### src/rtl/pipe_stage_reg.sv
// ---------------------------------------------------------------------------
// pipe_stage_reg
//
// Generic pipeline-stage register placed between two MIPS pipeline stages
// (IF/ID, ID/EXE, EXE/MEM, MEM/WB). It replaces a fixed-field stage latch with
// a control slice and a data slice that move together under a valid/ready
// handshake.
//
// Behaviour summary:
//   - One-cycle latency. Full throughput while out_ready is high.
//   - SKID_EN=1: a second (skid) entry absorbs one beat when the downstream
//     stalls, so in_ready is a plain register with no path from out_ready.
//   - SKID_EN=0: single entry, in_ready = !out_valid || out_ready.
//   - flush empties every held beat and drops any beat offered that cycle.
//   - The control slice is zero whenever out_valid is low, so a bubble can
//     never carry MemWrite/RegWrite downstream. The data slice keeps its
//     last value in a bubble.
//   - stall_cnt counts cycles with out_valid && !out_ready and saturates.
//
// Parameters:
//   CTRL_W   width of the control slice
//   DATA_W   width of the data slice
//   SKID_EN  1 = two entries with registered in_ready, 0 = single entry
//   COUNT_W  width of the saturating stall counter
//
// Ports:
//   clk        in   clock, all state on the rising edge
//   rst        in   synchronous reset, active low
//   in_valid   in   upstream beat valid
//   in_ready   out  stage can accept a beat
//   in_ctrl    in   upstream control slice
//   in_data    in   upstream data slice
//   out_valid  out  output beat valid
//   out_ready  in   downstream accepts the beat
//   out_ctrl   out  registered control slice, zero when out_valid is low
//   out_data   out  registered data slice
//   flush      in   discard all held beats and the beat offered this cycle
//   occupancy  out  number of held beats, 0..2
//   stall_cnt  out  saturating count of stalled output cycles
//   stall_clr  in   synchronous clear of stall_cnt
// ---------------------------------------------------------------------------
module pipe_stage_reg #(
    parameter int CTRL_W  = 16,
    parameter int DATA_W  = 133,
    parameter bit SKID_EN = 1'b1,
    parameter int COUNT_W = 16
) (
    input  logic               clk,
    input  logic               rst,
    input  logic               in_valid,
    output logic               in_ready,
    input  logic [CTRL_W-1:0]  in_ctrl,
    input  logic [DATA_W-1:0]  in_data,
    output logic               out_valid,
    input  logic               out_ready,
    output logic [CTRL_W-1:0]  out_ctrl,
    output logic [DATA_W-1:0]  out_data,
    input  logic               flush,
    output logic [1:0]         occupancy,
    output logic [COUNT_W-1:0] stall_cnt,
    input  logic               stall_clr
);

    // -----------------------------------------------------------------------
    // State
    // -----------------------------------------------------------------------
    logic               r_main_valid;
    logic [CTRL_W-1:0]  r_main_ctrl;
    logic [DATA_W-1:0]  r_main_data;
    logic               r_skid_valid;
    logic [CTRL_W-1:0]  r_skid_ctrl;
    logic [DATA_W-1:0]  r_skid_data;
    logic [1:0]         r_occ;
    logic [COUNT_W-1:0] r_stall_cnt;

    // -----------------------------------------------------------------------
    // Handshake and next-state wires
    // -----------------------------------------------------------------------
    logic               w_in_ready;
    logic               w_accept;
    logic               w_consume;
    logic               w_stall;

    logic               w_main_valid_nxt;
    logic [CTRL_W-1:0]  w_main_ctrl_nxt;
    logic [DATA_W-1:0]  w_main_data_nxt;
    logic               w_skid_valid_nxt;
    logic [CTRL_W-1:0]  w_skid_ctrl_nxt;
    logic [DATA_W-1:0]  w_skid_data_nxt;

    // Saturating increment: holds at all-ones instead of wrapping to zero.
    function automatic logic [COUNT_W-1:0] sat_inc(input logic [COUNT_W-1:0] v);
        if (v == {COUNT_W{1'b1}}) begin
            return v;
        end
        return v + COUNT_W'(1);
    endfunction

    // Beat count from the two entry valid bits.
    function automatic logic [1:0] count_beats(input logic a, input logic b);
        return {1'b0, a} + {1'b0, b};
    endfunction

    // -----------------------------------------------------------------------
    // Ready generation
    // -----------------------------------------------------------------------
    generate
        if (SKID_EN) begin : g_skid_ready
            // The skid entry is the only thing that can refuse a beat, so
            // ready is simply "skid is free" and comes straight from a flop.
            assign w_in_ready = !r_skid_valid;
        end else begin : g_single_ready
            // A full single entry can take a new beat only in the same edge
            // that the downstream drains it.
            assign w_in_ready = !r_main_valid || out_ready;
        end
    endgenerate

    assign w_accept  = in_valid && w_in_ready;
    assign w_consume = r_main_valid && out_ready;
    assign w_stall   = r_main_valid && !out_ready;

    // -----------------------------------------------------------------------
    // Entry next-state
    // -----------------------------------------------------------------------
    always_comb begin
        w_main_valid_nxt = r_main_valid;
        w_main_ctrl_nxt  = r_main_ctrl;
        w_main_data_nxt  = r_main_data;
        w_skid_valid_nxt = r_skid_valid;
        w_skid_ctrl_nxt  = r_skid_ctrl;
        w_skid_data_nxt  = r_skid_data;

        if (flush) begin
            // Kill everything, including a beat offered this same edge.
            // Data slices are left as they are; only control is zeroed.
            w_main_valid_nxt = 1'b0;
            w_main_ctrl_nxt  = '0;
            w_skid_valid_nxt = 1'b0;
        end else if (r_skid_valid) begin
            // in_ready is low here, so no new beat can arrive; the only
            // movement is the older skid beat promoting into MAIN.
            if (w_consume) begin
                w_main_valid_nxt = 1'b1;
                w_main_ctrl_nxt  = r_skid_ctrl;
                w_main_data_nxt  = r_skid_data;
                w_skid_valid_nxt = 1'b0;
            end
        end else if (!r_main_valid || w_consume) begin
            // MAIN is free after this edge: fill it or turn it into a bubble.
            if (w_accept) begin
                w_main_valid_nxt = 1'b1;
                w_main_ctrl_nxt  = in_ctrl;
                w_main_data_nxt  = in_data;
            end else begin
                w_main_valid_nxt = 1'b0;
                w_main_ctrl_nxt  = '0;
            end
        end else if (w_accept && SKID_EN) begin
            // MAIN is stalled and still full: park the new beat in SKID.
            w_skid_valid_nxt = 1'b1;
            w_skid_ctrl_nxt  = in_ctrl;
            w_skid_data_nxt  = in_data;
        end
    end

    // -----------------------------------------------------------------------
    // Entry registers
    // -----------------------------------------------------------------------
    always_ff @(posedge clk) begin
        if (!rst) begin
            r_main_valid <= 1'b0;
            r_main_ctrl  <= '0;
            r_main_data  <= '0;
            r_skid_valid <= 1'b0;
            r_skid_ctrl  <= '0;
            r_skid_data  <= '0;
            r_occ        <= 2'd0;
        end else begin
            r_main_valid <= w_main_valid_nxt;
            r_main_ctrl  <= w_main_ctrl_nxt;
            r_main_data  <= w_main_data_nxt;
            r_skid_valid <= w_skid_valid_nxt;
            r_skid_ctrl  <= w_skid_ctrl_nxt;
            r_skid_data  <= w_skid_data_nxt;
            r_occ        <= count_beats(w_main_valid_nxt, w_skid_valid_nxt);
        end
    end

    // -----------------------------------------------------------------------
    // Stall counter
    // -----------------------------------------------------------------------
    // Clear wins over an increment in the same edge; flush has no effect.
    always_ff @(posedge clk) begin
        if (!rst) begin
            r_stall_cnt <= '0;
        end else if (stall_clr) begin
            r_stall_cnt <= '0;
        end else if (w_stall) begin
            r_stall_cnt <= sat_inc(r_stall_cnt);
        end
    end

    // -----------------------------------------------------------------------
    // Outputs
    // -----------------------------------------------------------------------
    assign in_ready  = w_in_ready;
    assign out_valid = r_main_valid;
    assign out_ctrl  = r_main_ctrl;
    assign out_data  = r_main_data;
    assign occupancy = r_occ;
    assign stall_cnt = r_stall_cnt;

    // -----------------------------------------------------------------------
    // Structural invariants
    // -----------------------------------------------------------------------
    a_bubble_ctrl_zero : assert property (
        @(posedge clk) disable iff (!rst) !r_main_valid |-> (r_main_ctrl == '0));

    a_occ_matches_valid : assert property (
        @(posedge clk) disable iff (!rst) (r_occ != 2'd0) == r_main_valid);

    a_skid_behind_main : assert property (
        @(posedge clk) disable iff (!rst) r_skid_valid |-> r_main_valid);

    a_skid_unused : assert property (
        @(posedge clk) disable iff (!rst) !SKID_EN |-> !r_skid_valid);

endmodule

### config.mk
export PLATFORM = sky130hd
export DESIGN_NAME = pipe_stage_reg
export DESIGN_NICKNAME = d
export VERILOG_FILES = /design/src/rtl/pipe_stage_reg.sv
export SDC_FILE = /design/constraint.sdc
export NUM_CORES = 1
export LEC_CHECK = 0
export BUFFER_PORTS_ARGS = -buffer_cell sky130_fd_sc_hd__buf_4
export CAP_MARGIN = 10
export CELL_PAD_IN_SITES_DETAIL_PLACEMENT = 1
export CELL_PAD_IN_SITES_GLOBAL_PLACEMENT = 2
export CORE_AREA = 4 4 149 295
export CTS_CLUSTER_DIAMETER = 40
export DETAILED_ROUTE_END_ITERATION = 7
export DIE_AREA = 0 0 153 299
export PLACE_DENSITY_LB_ADDON = 0.1
export SYNTH_ARGS = -nofsm -noshare
export SYNTH_HDL_FRONTEND = slang
export SYNTH_SLANG_ARGS = --single-unit
### constraint.sdc
create_clock -name clk -period 2.3 [get_ports clk]
set_input_delay 0.345 -clock clk [delete_from_list [all_inputs] [get_ports clk]]
set_output_delay 0.345 -clock clk [all_outputs]
set_load 0.01 [all_outputs]
==> impl_metrics.ini <==
[status]
status = completed

[clock_tree]
post_cts_buffers = 0
postCtsHoldBufs = 0
cts_resized = 0
numClockSinks = 318
htreeDepth = 2
path_clk_slew_ns = 0.06
cts_made_buffers = 40
root_buffer = clkbuf_16
insertion_delay_ns = 0.53
cts_tree = built
clock_path_buffers = 3

[finish]
regArea_mm2 = 0.006370
instances_no_fill = 2282
fill_cells = 4851
nNetsFinal = 1868
layout-drive-gt1-share = 0.2424
area_growth_pct = 32.95
final_common_cell = nand2_1
multi_input_area_mm2 = 0.006389
final_cell_mix = 443 x nand2_1, 328 x buf_4, 317 x dfxtp_1, 135 x mux2i_1, 133 x o211a_1

[yosys]
yosysUniqueCellTypes = 43
yosysSeqAreaShare = 0.4804
synth_nets = 1601
synth_area_mm2 = 0.01325
async_reset_ff_frac = 0
ys_ff_latch = 318
synthCells = 1444
yosysWarnings = 0
synth_edf_count = 0
synth_ff_type = dfxtp_1
syn_avg_cell_area_um2 = 9.177

[sta]
setup_tns_ns = 0
min_period_ns = 1.926
finalHoldViolCount = 0
finalMaxSlewViolations = 0
setup_violations = 0
fin_ws_ns = 0.3740
max_freq_mhz = 519.2
worstMarginPinSlew_ns = 0.8168
rsz0062_at_grt = no
finalClockSkew_ns = 0.009822
hold_slack_ns = 0.06896
max_slew_margin = 0.4555
period_share = 0.8374

[power]
leakagePower_uw = 0.007955
p_clk_frac = 0.480
power_frac_seq = 0.428
ir_worst_vdd_mv = 0.6234
p_comb_frac = 0.092
p_total_uw = 13600
swShare = 0.2336
power.switching_uw = 3178
power_per_cell_area_mw_per_mm2 = 772.1
p_int_uw = 10420

[drt]
drt_iter0_markers = 313
wl_um = 41970
via_per_inst = 4.935
vias = 11260
postRouteAntennaNets = 0
dr.pass1.iters = 4
drt_drc_violations_left = 0
wl_per_cell_um = 18.39

[floorplanning]
ioPinCount = 324
die_x_um = 153
num_rows = 106
die-area_mm2 = 0.04575
core-area_mm2 = 0.04164
initial_core_util = 0.3182
dieHeight_um = 299

[global_routing]
overflow = 0
grt_pass1_vias = 11700
grt.busiest_layer = met2
antenna_found_initial = 6
grt_max_degree = 164
use_met1 = 0.1932
grt_use_met3 = 0.05564
grt_pass1_wl_um = 65810
track_usage = 0.1772
use_met2 = 0.3212

[critical_path]
cp_max_fo = 9
r2r_start = stall_cnt[4]$_SDFFE_PP0P_
crit_type = flop to flop
worst_path_max_delay_cell = or4_4
crit_path_max_incr_delay_ns = 0.61
reg2reg_slack_ns = 0.37
r2r_end = stall_cnt[15]$_SDFFE_PP0P_
endpoint_kind = flop
cp.arrival_ns = 2.34
path_cells = nand4_2 -> or4_4 -> o211ai_2 -> o311ai_1 -> o41ai_1
crit_required_ns = 2.71
r2r_cells = 5
crit_path_start_kind = flop

[min_path]
min_to = r_skid_data[54]$_SDFFE_PN0P_
hold_depth = 3
worstHoldPathType = primary input to flop
hold_start = in_data[54]

[placed_design]
port_buffers = 323
place_inst = 2209
dp_hpwl_um = 28010
gp_congestion = 0.7311
place_ws_ns = 0.3659

[job]
cap_violations = 0
## layout make-up
| cell class | instances | area share |
|---|---|---|
| multi-input combinational | 1003 | 0.3626 |
| sequential | 318 | 0.3616 |
| timing repair buffer | 345 | 0.1587 |
| clock buffer | 51 | 0.06264 |
| tap | 540 | 0.03835 |
| clock inverter | 17 | 0.01477 |
| antenna | 5 | 0.0007102 |
| inverter | 3 | 0.0006392 |
## worst max-delay path, delay by kind of cell, from the launching register on
family / cells / cell delay [ns]
AO/OA/AOI/OAI: 3 / 0.53
flip-flops: 1 / 0.46
AND/OR/NAND/NOR: 2 / 0.82
## through the flow
stage                     instance area, um^2    util
after detailed placement                16240  0.3900
final                                   17620  0.4231
after global placement                  16240  0.3900
after global routing                    17620  0.4230
after CTS                               17610  0.4228
after floorplan                         13250       -
## layer usage
metal  vias to the layer above  part of all wire
met2                       269              0.52
met1                      5424              0.38
met4                         2             0.028
met3                        64             0.068
met5                         -           0.00019
li1                       5502                 -
## cell families after synthesis
| kind of cell | share of synthesized area |
|---|---|
| buffers and inverters | 0.03956 |
| AO/OA/AOI/OAI | 0.2125 |
| adder cells (fa/ha/maj) | 0.001888 |
| flip-flops | 0.4804 |
| multiplexers | 0.1020 |
| AND/OR/NAND/NOR | 0.1597 |
| XOR/XNOR | 0.003966 |
## worst max path at each step
stage,from,end,depth (start not counted)
3_5_place_dp,stall_cnt[4]$_SDFFE_PP0P_,stall_cnt[15]$_SDFFE_PP0P_,5
4_1_cts,stall_cnt[4]$_SDFFE_PP0P_,stall_cnt[15]$_SDFFE_PP0P_,5
5_1_grt,stall_cnt[4]$_SDFFE_PP0P_,stall_cnt[9]$_SDFFE_PP0P_,5
2_1_floorplan,stall_cnt[4]$_SDFFE_PP0P_,stall_cnt[7]$_SDFFE_PP0P_,5
3_3_place_gp,in_valid,out_data[113]$_SDFFE_PN0P_,7
6_report,stall_cnt[4]$_SDFFE_PP0P_,stall_cnt[15]$_SDFFE_PP0P_,5
## registers in the layout, summed over array words and instances (netlist names)
| signal | flops |
|---|---|
| occupancy | 2 |
| out_ctrl | 16 |
| out_data | 133 |
| out_valid | 1 |
| r_skid_ctrl | 16 |
| r_skid_data | 133 |
| r_skid_valid | 1 |
| stall_cnt | 16 |
## power groups by stage
stage | logic (uW) | clock network (uW) | registers, uW
2_1_floorplan | 496 | 0 | 6000
3_3_place_gp | 1260 | 0 | 5940
3_5_place_dp | 1270 | 0 | 5940
4_1_cts | 1280 | 6790 | 5820
5_1_grt | 1370 | 7000 | 5840
6_report | 1250 | 6530 | 5820
## cell usage after synthesis (2+ instances only)
library cell	instances	area, um^2
o21ai_0	4	20.02
a31o_1	2	17.52
nand2_1	443	1663
xnor2_1	5	43.79
and3_1	17	106.4
ha_1	2	25.02
dfxtp_1	318	6366
clkbuf_1	65	244.0
a21boi_1	21	157.7
buf_2	50	250.2
nor2_1	28	105.1
nand3_1	6	30.03
nor2b_1	2	12.51
a21boi_0	128	960.9
or3_1	3	18.77
buf_1	5	18.77
a21oi_1	25	125.1
inv_1	2	7.510
mux2i_1	135	1351
o211a_1	133	1331
nand4_1	3	18.77
nor3_1	3	15.01
a211oi_1	18	135.1
and2_1	4	25.02
nand2b_1	4	25.02
Power figures use the tool's default switching activity.
